[src/rtl/axis_fifo.sv]
// Single-clock valid/ready FIFO, DEPTH = 2**ADDR_WIDTH words, no bypass paths.
// Define AXIS_FIFO_LEVEL_EN to build the registered occupancy counter on `level`.
module axis_fifo #(
  parameter int WIDTH      = 8,
  parameter int ADDR_WIDTH = 2
) (
  input  logic                  clock,
  input  logic                  reset,
  input  logic [WIDTH-1:0]      idata,
  input  logic                  ivalid,
  output logic                  iready,
  output logic [WIDTH-1:0]      odata,
  output logic                  ovalid,
  input  logic                  oready,
  output logic [ADDR_WIDTH:0]   level
);

  localparam int DEPTH = 1 << ADDR_WIDTH;
  localparam logic [ADDR_WIDTH:0] PTR_ONE = (ADDR_WIDTH+1)'(1);

  logic [WIDTH-1:0]    mem [DEPTH];
  logic [ADDR_WIDTH:0] wr_ptr;
  logic [ADDR_WIDTH:0] rd_ptr;
  logic                empty;
  logic                full;
  logic                push;
  logic                pop;

  // Extra MSB distinguishes full from empty when the low address bits match.
  assign empty = (wr_ptr == rd_ptr);
  assign full  = (wr_ptr[ADDR_WIDTH] != rd_ptr[ADDR_WIDTH]) &&
                 (wr_ptr[ADDR_WIDTH-1:0] == rd_ptr[ADDR_WIDTH-1:0]);

  // Flags depend on registered pointers only, so no input reaches an output.
  assign iready = !full;
  assign ovalid = !empty;
  assign odata  = mem[rd_ptr[ADDR_WIDTH-1:0]];

  assign push = ivalid && !full;
  assign pop  = oready && !empty;

  // NOTE: sequential state uses non-blocking assignments so every register
  // samples pre-edge values regardless of block evaluation order.
  always_ff @(posedge clock) begin
    if (reset) begin
      wr_ptr <= '0;
      rd_ptr <= '0;
    end else begin
      if (push) wr_ptr <= wr_ptr + PTR_ONE;
      if (pop)  rd_ptr <= rd_ptr + PTR_ONE;
    end
  end

  // NOTE: storage is deliberately left unreset; the pointers alone define
  // which entries are valid, so clearing the array would only cost logic.
  always_ff @(posedge clock) begin
    if (push && !reset) mem[wr_ptr[ADDR_WIDTH-1:0]] <= idata;
  end

`ifdef AXIS_FIFO_LEVEL_EN
  logic [ADDR_WIDTH:0] level_q;

  always_ff @(posedge clock) begin
    if (reset) begin
      level_q <= '0;
    end else if (push && !pop) begin
      level_q <= level_q + PTR_ONE;
    end else if (pop && !push) begin
      level_q <= level_q - PTR_ONE;
    end
  end

  assign level = level_q;
`else
  assign level = '0;
`endif

endmodule
[config.mk]
export PLATFORM = sky130hd
export DESIGN_NAME = axis_fifo
export DESIGN_NICKNAME = d
export VERILOG_FILES = /design/src/rtl/axis_fifo.sv
export SDC_FILE = /design/constraint.sdc
export NUM_CORES = 1
export LEC_CHECK = 0
export ABC_CLOCK_PERIOD_IN_PS = 3600
export BUFFER_PORTS_ARGS = -buffer_cell sky130_fd_sc_hd__buf_2
export CAP_MARGIN = 20
export CORE_MARGIN = 2
export CORE_UTILIZATION = 50
export CTS_BUF_LIST = sky130_fd_sc_hd__clkbuf_4
export DETAILED_ROUTE_END_ITERATION = 12
export PLACE_DENSITY_LB_ADDON = 0.08
export SLEW_MARGIN = 20
export SYNTH_ARGS = -nofsm -noshare
export SYNTH_HDL_FRONTEND = slang
export SYNTH_SLANG_ARGS = --single-unit
[constraint.sdc]
create_clock -name clock -period 3.6 [get_ports clock]
set_clock_uncertainty 0.2 [all_clocks]
set_input_delay 0.9 -clock clock [delete_from_list [all_inputs] [get_ports clock]]
set_output_delay 0.9 -clock clock [all_outputs]
set_load 0.005 [all_outputs]
* Yosys cells after proc, flatten, opt, wreduce, memory -nomap -nowiden
Memory sizes are Yosys's and may differ from the RTL's. A register that Yosys moved wholly into a read port is not among the register bits.
Cells that the tools add are included.
** Operators by class
- Add/subtract/negate cells :: 2
- Eq/ne operators :: 3
- Multiplexer cells :: 4
- Reduce and logical (&&, ||, !) cells :: 7
** Operator list (number)
- $add 3x1->3 const B :: 2
- $logic_and 1x1->1 :: 4
- $mux 2 :: 2
- $eq 3x3->1 :: 1
- $logic_not 1->1 :: 3
- $eq 2x2->1 :: 1
- $mux 1 :: 2
- $ne 1x1->1 :: 1
** Word-level totals
- Register bits :: 6
- Memory bits (writable) :: 32
- Input bits :: 12
- Output and inout port bits :: 13
- Memories kept :: 1
** Memory list
- mem :: depth 4, bits a word 8, read ports 1, clocked after memory_dff 1, wr ports 1, line 21 : logic [WIDTH-1:0] mem [DEPTH];

* Depth between registers and ports, before layout
- Word-level depth :: 7
- Depth in mapped cells :: 5
- Depth with buffers taken out :: 4

* Worst setup path after synthesis
Ideal clock, no wire load.
- Path type :: input -> register
- Start point :: input reset
- End point :: memory mem[3][0], enable pin
- Library setup time :: 332 ps
- Data arrival time :: 1688 ps
- Required time :: 3068 ps
- Path slack :: 1381 ps
- Stages on the path :: 3
- Cells stage by stage :: clkbuf_1 > a311oi_1 > and2_1
** Between the ends
- Cells in the longest elaborated chain, start to end :: 4
** Ends and longest elaborated chain
- start: declaration :: line 8 : input logic reset,
- $logic_not 1->1 :: line 57 : if (push && !reset) mem[wr_ptr[ADDR_WIDTH-1:0]] <= idata;
- $logic_and 1x1->1 :: line 57
- $mux 1 :: line 57
- $mux 1 (not written as such) :: line 57
- end: declaration :: line 21
Every way passes these cells.

* Worst setup path after layout
- Start point :: register wr_ptr[1]
- End point :: output iready
** Between the ends
- Cells in the longest elaborated chain, start to end :: 3
** Ends and longest elaborated chain
- start: declaration :: line 22 : logic [ADDR_WIDTH:0] wr_ptr;
- start signal: assignment :: line 49 : if (push) wr_ptr <= wr_ptr + PTR_ONE;
- $eq 2x2->1 :: line 32 : (wr_ptr[ADDR_WIDTH-1:0] == rd_ptr[ADDR_WIDTH-1:0]);
- $logic_and 1x1->1 :: line 31 : assign full = (wr_ptr[ADDR_WIDTH] != rd_ptr[ADDR_WIDTH]) &&
- $logic_not 1->1 :: line 35 : assign iready = !full;
- end: declaration :: line 11 : output logic iready,
Every way passes these cells.

==> metrics.md <==
| Metric | Value |
|---|---|
| Setup Crit Path Kind | `reg -> out` |
| Max_slew headroom | `0.538` |
| Unique cell type count in the Yosys netlist | `29` |
| Total CTS buffers | `5` |
| Post-synthesis sequential area ratio | `0.639` |
| Pwr/cell area | `655 nW/um2` |
| Fin. Hold Viols | `0` |
| Post-route insts no fill | `184` |
| Worst skew pair latency | `0.33 ns` |
| Drt pass-1 iters | `6` |
| Total DRC errors in the routed layout | `0` |
| Die width | `63.2 um` |
| Number of enable flip-flop cells after synthesis | `32` |
| Diode insertion count for antenna repair | `0` |
| Cell area after synthesis | `1750 um2` |
| Sum Neg Setup Slack | `0 ns` |
| Root buffer cell | `sky130_fd_sc_hd__clkbuf_4` |
| Reg2Reg Setup Slack | `1.34 ns` |
| Post-cts repair resize count | `0` |
| Initial standard-cell utilization of the core | `0.522` |
| Final setup violation count | `0` |
| Count of routing violations after the opening detailed-route iteration | `54` |
| Number of global-route vias before repair | `982` |
| Post-detailed-placement half-perimeter wirelength | `2030 um` |
| Antenna violations before repair | `0` |
| Highest attainable clock frequency | `352 MHz` |
| Routed wirelength normalized by instance count | `15.4 um` |
| Status | `finished, final reports clean` |
| Port-buffer cells | `21` |
| Clock Pin Slew Worst Setup and Hold Paths | `0.11 ns` |
| Required time at the worst-slack endpoint | `2.50 ns` |
| Grt ovf | `0` |
| Final period utilization | `0.788` |
| Number of vias after detailed routing | `1001` |
| Pre-CTS worst setup slack | `1.11 ns` |
| Kind of start point of the critical path | `flop` |
| Synth top area share | `0.548` |
| Yosys warning count | `0` |
| Number of pins exceeding their max-slew limit in the final report | `0` |
| Top-level I/O count | `25` |
| Number of H-tree levels | `2` |
| Biggest fanout along the worst timing path | `9` |
| Critical path data arrival time | `1.74 ns` |
| Leading post-synthesis cells by instance count | `32 x sky130_fd_sc_hd__edfxtp_1, 8 x sky130_fd_sc_hd__dfxtp_1, 8 x sky130_fd_sc_hd__mux4_2, 8 x sky130_fd_sc_hd__nand3_1, 5 x sky130_fd_sc_hd__ha_1` |
| Number of nets with antenna violations after routing | `0` |
| Minimum hold slack | `0.342 ns` |
| Via-to-Cell Ratio | `5.44` |
| Final Net Count | `154` |
| Largest area contributor in the netlist | `sky130_fd_sc_hd__edfxtp_1` |
| Overall die height | `63.2 um` |
| Static leakage | `0.686 nW` |
| Placer's final routability congestion estimate | `0.812` |
| Post-cts hold buffer count | `0` |
| Floorplan Core Area | `3360 um2` |
| Number of clock sinks | `40` |
| Global-route wire length before repair | `4810 um` |
| Synthesis-to-layout area growth | `11.7%` |
| Cell count of the worst hold path | `2` |
| Layout cells sized above 1 | `0.275` |
| Number of filler instances in the final layout | `302` |
| Leading cell type by number of instances after synthesis | `sky130_fd_sc_hd__edfxtp_1` |
| Share of synthesized flip-flops with an asynchronous set or reset | `0` |
| Number of cells on the worst reg-to-reg path | `3` |
| Peak supply drop | `0.316 mV` |
| Routed Wire Length | `2830 um` |
| Slew at the pin with the worst max-slew slack | `0.688 ns` |
| Flip-flop and latch count after synthesis | `40` |
| RSZ-0062 raised after global routing | `no` |
| Crit end category | `output port` |
| Pin count of the biggest net entering global routing | `14` |
| Biggest area contributors in the synthesized netlist | `sky130_fd_sc_hd__edfxtp_1 55%, sky130_fd_sc_hd__mux4_2 10%, sky130_fd_sc_hd__dfxtp_1 9.1%` |
| Syn_area_per_cell | `15.3 um2` |
| CTS max path bufs | `2` |
| All-layer global routing usage | `0.160` |
| Placed instance count | `176` |
| Setup slack after layout | `0.762 ns` |
| CTS tree | `built` |
| Worst min path class | `reg -> reg` |
| Die area | `4000 um2` |
| Shortest period the worst path allows | `2.84 ns` |
| Power consumption | `1.28 mW` |
| Post-synthesis cell count | `115` |
| Buffers inserted during post-CTS setup optimization | `0` |
| Max cap viols | `0` |
| Std cell rows | `21` |
| Most frequently used flop master after synthesis | `sky130_fd_sc_hd__edfxtp_1` |
layer usage:
layer | share of wire | wire [um] | up-vias | global-route usage
met5 | 0 | 0 | - | 0
li1 | - | - | 486 | -
met4 | 0.011 | 31 | 0 | 0.0571
met3 | 0.042 | 118 | 4 | 0.0446
met1 | 0.44 | 1240 | 491 | 0.198
met2 | 0.51 | 1450 | 20 | 0.271
final cells by class:
type	count	area, um2	share of cell area
Inverter	4	15.0	0.00766
Clock buffer	5	37.5	0.0192
Sequential cell	40	1120	0.572
Timing Repair Buffer	21	105	0.0536
Clock inverter	3	42.5	0.0217
Tap cell	46	57.6	0.0294
Multi-Input combinational cell	65	581	0.296
stage by stage:
stage / instance area, um2 / utilization
after floorplan: 1760 / -
after global placement: 1880 / 0.559
after detailed placement: 1880 / 0.559
after CTS: 1960 / 0.583
after global routing: 1960 / 0.583
final: 1960 / 0.583
report_power, final:
group / leakage (nW) / internal, mW / switching [mW] / total, mW
Clock: 0.0412 / 0.145 / 0.140 / 0.284
Combinational: 0.288 / 0.183 / 0.175 / 0.358
Sequential: 0.356 / 0.559 / 0.0831 / 0.642
worst max-delay path, stage by stage (launching register included):
cell,delay (ns)
sky130_fd_sc_hd__dfxtp_1,0.43
sky130_fd_sc_hd__xnor2_1,0.62
sky130_fd_sc_hd__nand3_1,0.19
sky130_fd_sc_hd__buf_2,0.17
path summary, 6_finish.rpt:
path | from | endpoint
hold / removal | wr_ptr[2] | wr_ptr[2]
setup / recovery | wr_ptr[1] | iready
setup reg to reg | wr_ptr[1] | mem[3][3]
hold reg to reg | wr_ptr[2] | wr_ptr[2]
logic make-up (layout without fill, tap and decap cells):
kind of cell,count (synthesis),after routing,synth area share
flops,40,40,0.639
compound gates,15,15,0.0578
buf+inv,12,33,0.0342
fa+ha+maj,5,5,0.0357
xor+xnor,6,6,0.0342
simple gates,28,28,0.0942
mux,8,8,0.103
other cells,1,3,0.00214
state kept, by name, indices dropped and copies added, names as in the netlist, named ones only:
signal	flops
rd_ptr	3
mem	32
wr_ptr	3
cells in the final DEF (no fill, tap or decap), drive strengths merged, types with 2 or more instances in the layout:
master  instances
clkbuf          5
nand3           8
o211ai          2
a31oi           2
nor2b           2
a21oi           2
ha              5
nand4           4
xor2            3
conb            3
edfxtp         32
and2            3
buf            21
xnor2           3
inv             4
nand2           4
a211o           2
a41oi           2
nor3b           4
mux4            8
dfxtp           8
o21ai           4
No activity file was read; power rests on OpenSTA's default activity.
